[config.mk]
export PLATFORM = sky130hd
export DESIGN_NAME = mac_array_seq_flat
export DESIGN_NICKNAME = d
export VERILOG_FILES = /design/src/rtl/mac_array_seq_pkg.sv /design/src/rtl/mac_array_seq_if.sv /design/src/rtl/mac_array_seq_counter.sv /design/src/rtl/mac_array_seq.sv /design/src/flat_wrapper.sv
export SDC_FILE = /design/constraint.sdc
export NUM_CORES = 1
export LEC_CHECK = 0
export BUFFER_PORTS_ARGS = -buffer_cell sky130_fd_sc_hd__buf_2
export CAP_MARGIN = 25
export CORE_ASPECT_RATIO = 0.5
export CORE_MARGIN = 3
export CORE_UTILIZATION = 61
export DETAILED_ROUTE_END_ITERATION = 16
export PLACE_DENSITY = 0.92
export SKIP_LAST_GASP = 1
export SYNTH_ARGS = -nofsm -noshare
export SYNTH_HDL_FRONTEND = slang
export SYNTH_SLANG_ARGS = --single-unit
[constraint.sdc]
create_clock -name clk -period 7.5 [get_ports clk]
set_input_delay 1.5 -clock clk [delete_from_list [all_inputs] [get_ports clk]]
set_output_delay 1.5 -clock clk [all_outputs]
set_load 0.1 [all_outputs]
[src/rtl/mac_array_seq_pkg.sv]
// mac_array_seq_pkg: shared states, instruction codes and drain length
package mac_array_seq_pkg;
  typedef enum logic [2:0] {IDLE, LOAD, EXEC, DRAIN, FIN} state_t;
  localparam logic [1:0] INST_IDLE = 2'b00;
  localparam logic [1:0] INST_LOAD = 2'b01;
  localparam logic [1:0] INST_EXEC = 2'b10;
  function automatic int drain_len(input int row, input int col);
    return 1 + row + col;
  endfunction
endpackage

[src/rtl/mac_array_seq_if.sv]
// mac_array_seq_if: controller/datapath bus of the tile sequencer
interface mac_array_seq_if #(parameter int len_bw = 8, parameter int addr_bw = 11);
  logic start;
  logic [len_bw-1:0] exec_len;
  logic [addr_bw-1:0] w_base;
  logic [addr_bw-1:0] x_base;
  logic mode_cfg;
  logic ofifo_full;
  logic sram_cen;
  logic [addr_bw-1:0] sram_addr;
  logic [1:0] inst_w;
  logic mode;
  logic busy;
  logic done;
  modport master (output start, exec_len, w_base, x_base, mode_cfg, ofifo_full,
                  input sram_cen, sram_addr, inst_w, mode, busy, done);
  modport slave (input start, exec_len, w_base, x_base, mode_cfg, ofifo_full,
                 output sram_cen, sram_addr, inst_w, mode, busy, done);
endinterface

[src/rtl/mac_array_seq_counter.sv]
// seq_counter: loadable up-counter with enable and terminal-count flag
module seq_counter #(parameter int bw = 8) (
  input logic clk,
  input logic reset,
  input logic ld,
  input logic [bw-1:0] d,
  input logic en,
  input logic [bw-1:0] last,
  output logic [bw-1:0] q,
  output logic tc
);
  always_ff @(posedge clk)
    q <= reset ? '0 : ld ? d : en ? q + bw'(1) : q;
  assign tc = q == last;
endmodule

[src/rtl/mac_array_seq.sv]
// mac_array_seq: sequences kernel load, execute and drain of one array tile
module mac_array_seq
  import mac_array_seq_pkg::*;
#(
  parameter int row = 4,
  parameter int col = 4,
  parameter int len_bw = 8,
  parameter int addr_bw = 11
) (
  input logic clk,
  input logic reset,
  mac_array_seq_if.slave bus
);
  localparam int dl = drain_len(row, col);
  state_t state, state_n;
  logic [len_bw-1:0] len_q, idx, idx_last, drn_unused;
  logic [addr_bw-1:0] w_q, x_q;
  logic [1:0] kind, inst_q;
  logic mode_q, idx_ld, idx_tc, drn_tc;
  always_ff @(posedge clk) begin
    if (reset) begin
      state <= IDLE;
      inst_q <= INST_IDLE;
      len_q <= '0;
      w_q <= '0;
      x_q <= '0;
      mode_q <= 1'b0;
    end else begin
      state <= state_n;
      inst_q <= kind;
      if (state == IDLE && bus.start) begin
        len_q <= bus.exec_len;
        w_q <= bus.w_base;
        x_q <= bus.x_base;
        mode_q <= bus.mode_cfg;
      end
    end
  end
  always_comb begin
    state_n = state;
    kind = INST_IDLE;
    case (state)
      IDLE: state_n = bus.start ? LOAD : IDLE;
      LOAD: begin
        kind = INST_LOAD;
        state_n = idx_tc ? (len_q == '0 ? DRAIN : EXEC) : LOAD;
      end
      EXEC: begin
        kind = bus.ofifo_full ? INST_IDLE : INST_EXEC;
        state_n = (!bus.ofifo_full && idx_tc) ? DRAIN : EXEC;
      end
      DRAIN: state_n = drn_tc ? FIN : DRAIN;
      default: state_n = IDLE;
    endcase
  end
  assign idx_ld = state == IDLE || (state == LOAD && idx_tc);
  assign idx_last = state == LOAD ? len_bw'(row - 1) : len_q - len_bw'(1);
  seq_counter #(.bw(len_bw)) u_idx (
    .clk(clk), .reset(reset), .ld(idx_ld), .d('0), .en(kind != INST_IDLE),
    .last(idx_last), .q(idx), .tc(idx_tc)
  );
  seq_counter #(.bw(len_bw)) u_drn (
    .clk(clk), .reset(reset), .ld(state != DRAIN), .d('0), .en(1'b1),
    .last(len_bw'(dl - 1)), .q(drn_unused), .tc(drn_tc)
  );
  assign bus.sram_cen = kind == INST_IDLE;
  assign bus.sram_addr = state == LOAD ? w_q + addr_bw'(idx) :
                         state == EXEC ? x_q + addr_bw'(idx) : '0;
  assign bus.inst_w = inst_q;
  assign bus.mode = mode_q;
  assign bus.busy = state == LOAD || state == EXEC || state == DRAIN;
  assign bus.done = state == FIN;
endmodule

[src/flat_wrapper.sv]
// flat-port wrapper written by rule: the top's interface ports become plain ports
module mac_array_seq_flat import mac_array_seq_pkg::*;
#(
  parameter int row = 4,
  parameter int col = 4,
  parameter int len_bw = 8,
  parameter int addr_bw = 11
)
  (clk, reset, bus_start, bus_exec_len, bus_w_base, bus_x_base, bus_mode_cfg, bus_ofifo_full, bus_sram_cen, bus_sram_addr, bus_inst_w, bus_mode, bus_busy, bus_done);
  mac_array_seq_if #(.len_bw(len_bw), .addr_bw(addr_bw)) bus_i ();
  input logic clk;
  input logic reset;
  input wire logic [$bits(bus_i.start)-1:0] bus_start;
  input wire logic [$bits(bus_i.exec_len)-1:0] bus_exec_len;
  input wire logic [$bits(bus_i.w_base)-1:0] bus_w_base;
  input wire logic [$bits(bus_i.x_base)-1:0] bus_x_base;
  input wire logic [$bits(bus_i.mode_cfg)-1:0] bus_mode_cfg;
  input wire logic [$bits(bus_i.ofifo_full)-1:0] bus_ofifo_full;
  output wire logic [$bits(bus_i.sram_cen)-1:0] bus_sram_cen;
  output wire logic [$bits(bus_i.sram_addr)-1:0] bus_sram_addr;
  output wire logic [$bits(bus_i.inst_w)-1:0] bus_inst_w;
  output wire logic [$bits(bus_i.mode)-1:0] bus_mode;
  output wire logic [$bits(bus_i.busy)-1:0] bus_busy;
  output wire logic [$bits(bus_i.done)-1:0] bus_done;
  assign bus_i.start = bus_start;
  assign bus_i.exec_len = bus_exec_len;
  assign bus_i.w_base = bus_w_base;
  assign bus_i.x_base = bus_x_base;
  assign bus_i.mode_cfg = bus_mode_cfg;
  assign bus_i.ofifo_full = bus_ofifo_full;
  assign bus_sram_cen = bus_i.sram_cen;
  assign bus_sram_addr = bus_i.sram_addr;
  assign bus_inst_w = bus_i.inst_w;
  assign bus_mode = bus_i.mode;
  assign bus_busy = bus_i.busy;
  assign bus_done = bus_i.done;
  mac_array_seq #(.row(row), .col(col), .len_bw(len_bw), .addr_bw(addr_bw)) u_core (.clk(clk), .reset(reset), .bus(bus_i));
endmodule
# [Word-level counts from Yosys, hierarchy flattened]
# Index checks and enable logic that the tools add are counted.
[totals] regBits=52 latchBits=0 mem_bits_rw=0 mem_bits_ro=0 input_bits=35 word_cells=44 memories=0
[classes] addsub=5 n_mul=0 div_mod_pow=0 n_lt_le_gt_ge=0 eq_ne=7 shifts=0 n_mux=11 bitwise_logic=0 reduce_logical=13
[ops] cell="$add 11x8->11" n=2
[ops] cell="$mux 11" n=2
[ops] cell="$add 8x1->8 const B" n=2
[ops] cell="$pmux 3 s4" n=1
[ops] cell="$eq 8x4->1 const B" n=1
[ops] cell="$eq 8x8->1" n=1
[ops] cell="$logic_not 8->1" n=1
[ops] cell="$mux 8" n=1
[ops] cell="$sub 8x1->8 const B" n=1
[ops] cell="$eq 3x2->1 const B" n=2
[ops] cell="$mux 3" n=2
[ops] cell="$pmux 2 s2" n=1
[ops] cell="$reduce_or 2->1" n=2
[ops] cell="$eq 3x1->1 const B" n=1
[ops] cell="$eq 3x3->1 const B" n=1
[ops] cell="$logic_and 1x1->1" n=3
[ops] cell="$logic_not 3->1" n=1
[ops] cell="$logic_or 1x1->1" n=3
[ops] cell="$mux 1" n=3
[ops] cell="$ne 3x2->1 const B" n=1
[ops] cell="$logic_not 2->1" n=1
[ops] cell="$mux 2" n=1
[ops] cell="$reduce_bool 2->1" n=1
[ops] cell="$logic_not 1->1" n=1

# [Depth between registers and ports, before layout]
[logic_depth] word_depth=6 mapped_depth=10

# [By module]
# Synthesis repeated with hierarchy kept, for this count alone.
[unflattened] hier_cells=426 area_unflattened_um2=3449.6
[by_module_without_submodules] mod="mac_array_seq" n_inst=1 cells_each=296 area_per_inst_um2=2343.5 seq_area_each_um2=720.7
[by_module_without_submodules] mod="seq_counter" n_inst=2 cells_each=65 area_per_inst_um2=553.0 seq_area_each_um2=160.2

# [Worst setup path before layout]
# Ideal clock, no wire load.
[synth_timing] path_kind="register to output" start="register u_core.u_idx.q[0]" end="output bus_sram_addr[4]" arrival_ps=3669 required_ps=6000 path_slack_ps=2331 path_stages_with_launch=9 n_path_buf=0 cell_sequence="dfxtp_1 ha_1 inv_1 fa_1 nor2b_1 o21ai_0 nand2_1 nor2_1 o32ai_1"
[synth_via] elab_chain_cells=3 word_cells_on_any_way=4
[synth_lines] item="start, declared" line_no="mac_array_seq_counter.sv:9" text="output logic [bw-1:0] q,"
[synth_lines] item="start signal, assigned" line_no="mac_array_seq_counter.sv:13" text="q <= reset ? '0 : ld ? d : en ? q + bw'(1) : q;"
[synth_lines] item="$add 11x8->11" line_no="mac_array_seq.sv:68" text="state == EXEC ? x_q + addr_bw'(idx) : '0;"
[synth_lines] item="$mux 11" line_no="mac_array_seq.sv:68"
[synth_lines] item="$mux 11 *" line_no="mac_array_seq.sv:67" text="assign bus.sram_addr = state == LOAD ? w_q + addr_bw'(idx) :"
[synth_lines] item="end, declared" line_no="flat_wrapper.sv:20" text="output wire logic [$bits(bus_i.sram_addr)-1:0] bus_sram_addr;"
# Every way passes the cells marked *; elsewhere a longest branch is shown, timed or not.

# [Worst setup path after layout]
[layout_timing] start="register u_core.u_idx.q[0]" end="output bus_sram_addr[10]"
# Same word-level chain as after synthesis.

==> results.rst <==
.. list-table::
   :header-rows: 1

   * - Metric
     - Value
   * - Cell area after placement
     - about 0.0035 mm^2
   * - Detailed-route wire length
     - about 7500 um
   * - Core Rows
     - 18
   * - Mean Syn Cell Area
     - just under 8 um^2
   * - CORE AREA
     - approximately 0.005 mm^2
   * - Kind of start point of the critical path
     - flop
   * - Worst Tran Pin Value
     - about 850 ps
   * - Number of fill cells
     - 419
   * - Post-layout instance area
     - about 0.0036 mm^2
   * - Total global routing track utilization
     - between 20% and 30%
   * - Post-synthesis net count
     - 467
   * - Total iterations of the first detailed-routing run
     - 4
   * - Worst skew pair latency
     - roughly 310 ps
   * - Total power after layout
     - about 0.63 mW
   * - Hold slack final
     - roughly 460 ps
   * - Largest net degree at the start of global routing
     - 37
   * - CTS tree
     - yes
   * - Wire length per cell after detailed routing
     - between 10 and 15 um
   * - Vias post-DR
     - approximately 3000
   * - HP Class
     - flop to flop
   * - Largest clock skew in the final design
     - 4.56 ps
   * - Highest clock frequency the design can meet
     - approximately 210 MHz
   * - Wire length of the first global-routing pass
     - 12100 um
   * - Yosys warns
     - 0
   * - Crit Path Category
     - flop to output pin
   * - Post-detailed-route DRC marker count
     - 0
   * - Setup repair after global routing missed its margin
     - no
   * - Gates resized, CTS repair
     - 0
   * - Number of maximum-capacitance constraint violations
     - 0
   * - CTS buffer count
     - 5
   * - Max VDD drop
     - between 0.1 and 0.15 mV
   * - Syn Inst Count
     - 409
   * - Post-synth EDFFs
     - 0
   * - Most common cell after layout, fill and taps aside
     - sky130_fd_sc_hd__nand2_1
   * - Seq cells post-synth
     - 52
   * - Max Fanout on Critical Path
     - 9
   * - Via count of the first global-routing pass
     - between 2000 and 3000
   * - Total grt overflow
     - 0
   * - GPL Wtd Cong
     - 0.911
   * - Initial detailed-routing violation count
     - 141
   * - Portion of the clock cycle consumed by the worst path in the final layout
     - 64.1%
   * - Setup Buffers After CTS
     - 0
   * - Worst slew margin
     - 42.8%
   * - Register-to-Register Path Depth
     - 7
   * - Number of setup violations in the final report
     - 0
   * - Max clock buf depth
     - 2
   * - Final critical delay including setup and external delays
     - just under 5000 ps
   * - DP Wirelength
     - about 5300 um
   * - Cell chosen for the clock root
     - sky130_fd_sc_hd__clkbuf_8
   * - Share of post-route cells with drive strength above 1
     - ~15%
   * - Sequential cell area fraction in the yosys report
     - about 32%
   * - Count of input and output buffers
     - 51
   * - Diode insertion count for antenna repair
     - 0
   * - Distinct cells, synth
     - between 50 and 60
   * - Hold Path Depth
     - 2
   * - Hold-fix buffer count after cts
     - 0
   * - Commonest cells after routing, fill and taps aside
     - sky130_fd_sc_hd__nand2_1, sky130_fd_sc_hd__dfxtp_1, sky130_fd_sc_hd__buf_2, sky130_fd_sc_hd__a21oi_1, sky130_fd_sc_hd__xnor2_1
   * - Run status
     - finished, final reports clean
   * - Number of antenna violations at the first check in global routing
     - 0
   * - Worst endpoint data arrival time
     - about 3300 ps
   * - Antenna violation net count after detailed routing
     - 0
   * - Vias per Instance
     - just under 6
   * - Die outline height
     - approximately 57 um
   * - Final sum of negative setup slack
     - 0 ps
   * - Flip-flop cell with the highest count after synthesis
     - sky130_fd_sc_hd__dfxtp_1
   * - Leakage
     - 1.46 nW
   * - Count of clock tree sinks
     - 52
   * - Pwr per Cell Area
     - between 150 and 200 mW/mm^2
   * - Clock transition at the registers of the reported paths
     - 90 ps
   * - Initial Utilization
     - about 64%
   * - Synthesized cell area
     - about 0.0032 mm^2
   * - Layout Nets
     - 506
   * - Post-synth ARST share
     - 0%
   * - Number of max-slew violations in the final report
     - 0
   * - Die footprint
     - 0.00626 mm^2
   * - Data required time of the worst path
     - around 6000 ps
   * - Hold violation count in the final report
     - 0
   * - Endpoint kind of the worst setup timing path
     - output pin
   * - Area delta synth->final
     - 11.7%
   * - Chip Width
     - 109 um
   * - Number of top-level pins
     - 52
   * - H-Tree Level Count
     - 2
cell usage after synthesis (4+ instances only):
| cell type | count | area [um^2] |
|---|---|---|
| sky130_fd_sc_hd__nand2_1 | 74 | 278 |
| sky130_fd_sc_hd__dfxtp_1 | 52 | 1040 |
| sky130_fd_sc_hd__a21oi_1 | 47 | 235 |
| sky130_fd_sc_hd__xnor2_1 | 22 | 193 |
| sky130_fd_sc_hd__ha_1 | 21 | 263 |
| sky130_fd_sc_hd__nor2_1 | 21 | 78.8 |
| sky130_fd_sc_hd__xor2_1 | 19 | 166 |
| sky130_fd_sc_hd__inv_1 | 16 | 60.1 |
| sky130_fd_sc_hd__nor3_1 | 14 | 70.1 |
| sky130_fd_sc_hd__clkbuf_1 | 13 | 48.8 |
| sky130_fd_sc_hd__nand3_1 | 13 | 65.1 |
| sky130_fd_sc_hd__o22ai_1 | 10 | 62.6 |
| sky130_fd_sc_hd__o21ai_0 | 9 | 45.0 |
| sky130_fd_sc_hd__buf_2 | 4 | 20.0 |
| sky130_fd_sc_hd__nor2b_1 | 4 | 25.0 |
flip-flops by register name (all words and copies together) (netlist names):
signal,cells
u_core.u_drn.q,8
u_core.w_q,11
u_core.state,3
u_core.x_q,11
u_core.u_idx.q,8
u_core.len_q,8
u_core.bus.inst_w,2
u_core.bus.mode,1
per-layer routing:
metal | global-route usage (%) | wire length, um
met5 | 0 | 0
met4 | 6.65 | 100
met3 | 4.52 | 491
met2 | 41.7 | 3600
met1 | 31.4 | 3270
report_power, final:
group / internal, mW / total (mW) / switching, mW
Clock: 0.0959 / 0.186 / 0.0903
Sequential: 0.288 / 0.303 / 0.0141
Combinational: 0.0495 / 0.143 / 0.0933
cell type report:
type	count	area, um^2	area share, %
clock buffer	5	68.8	1.91
clock inverter	1	30.0	0.833
inverter	16	60.1	1.67
multi-input combinational	320	2030	56.4
sequential	52	1040	28.9
tap	70	87.6	2.43
timing repair buffer	53	285	7.91
critical path, stage by stage, from the launching register on:
cell                       delay, ps
sky130_fd_sc_hd__dfxtp_1         550
sky130_fd_sc_hd__ha_1            270
sky130_fd_sc_hd__inv_1            60
sky130_fd_sc_hd__fa_1            420
sky130_fd_sc_hd__nor2b_1         150
sky130_fd_sc_hd__o21ai_0         120
sky130_fd_sc_hd__a21boi_0        260
sky130_fd_sc_hd__o21ai_0         170
sky130_fd_sc_hd__a211oi_1        320
sky130_fd_sc_hd__xnor2_1         100
sky130_fd_sc_hd__o22ai_1         140
sky130_fd_sc_hd__buf_2           450
logic make-up (layout without fill, tap and decap cells):
group	Yosys count	count (layout)	share of synthesized area, %
AO/OA/AOI/OAI	95	95	18.0
XOR/XNOR	42	42	11.9
adder cells (fa/ha/maj)	23	23	9.38
buffers and inverters	37	75	4.80
flip-flops	52	52	32.2
AND/OR/NAND/NOR	160	160	23.8
through the flow:
step / std cells / worst slack [ps] / util (%)
6_report: 517 / 2690 / 71.8
5_1_grt: 517 / 2470 / 71.8
4_1_cts: 515 / 2710 / 71.2
3_5_place_dp: 509 / 3110 / 69.2
3_3_place_gp: 509 / 3140 / 69.2
2_1_floorplan: 409 / 2330 / -
worst paths after layout:
kind / startpoint / endpoint / slack [ps]
min: u_core.x_q[4] / u_core.x_q[4] / 460
min reg2reg: u_core.x_q[4] / u_core.x_q[4] / 460
max: u_core.u_idx.q[0] / bus_sram_addr[10] / 2690
max reg2reg: u_core.state[0] / u_core.u_idx.q[2] / 4590
No activity file was read; power rests on OpenSTA's default activity.
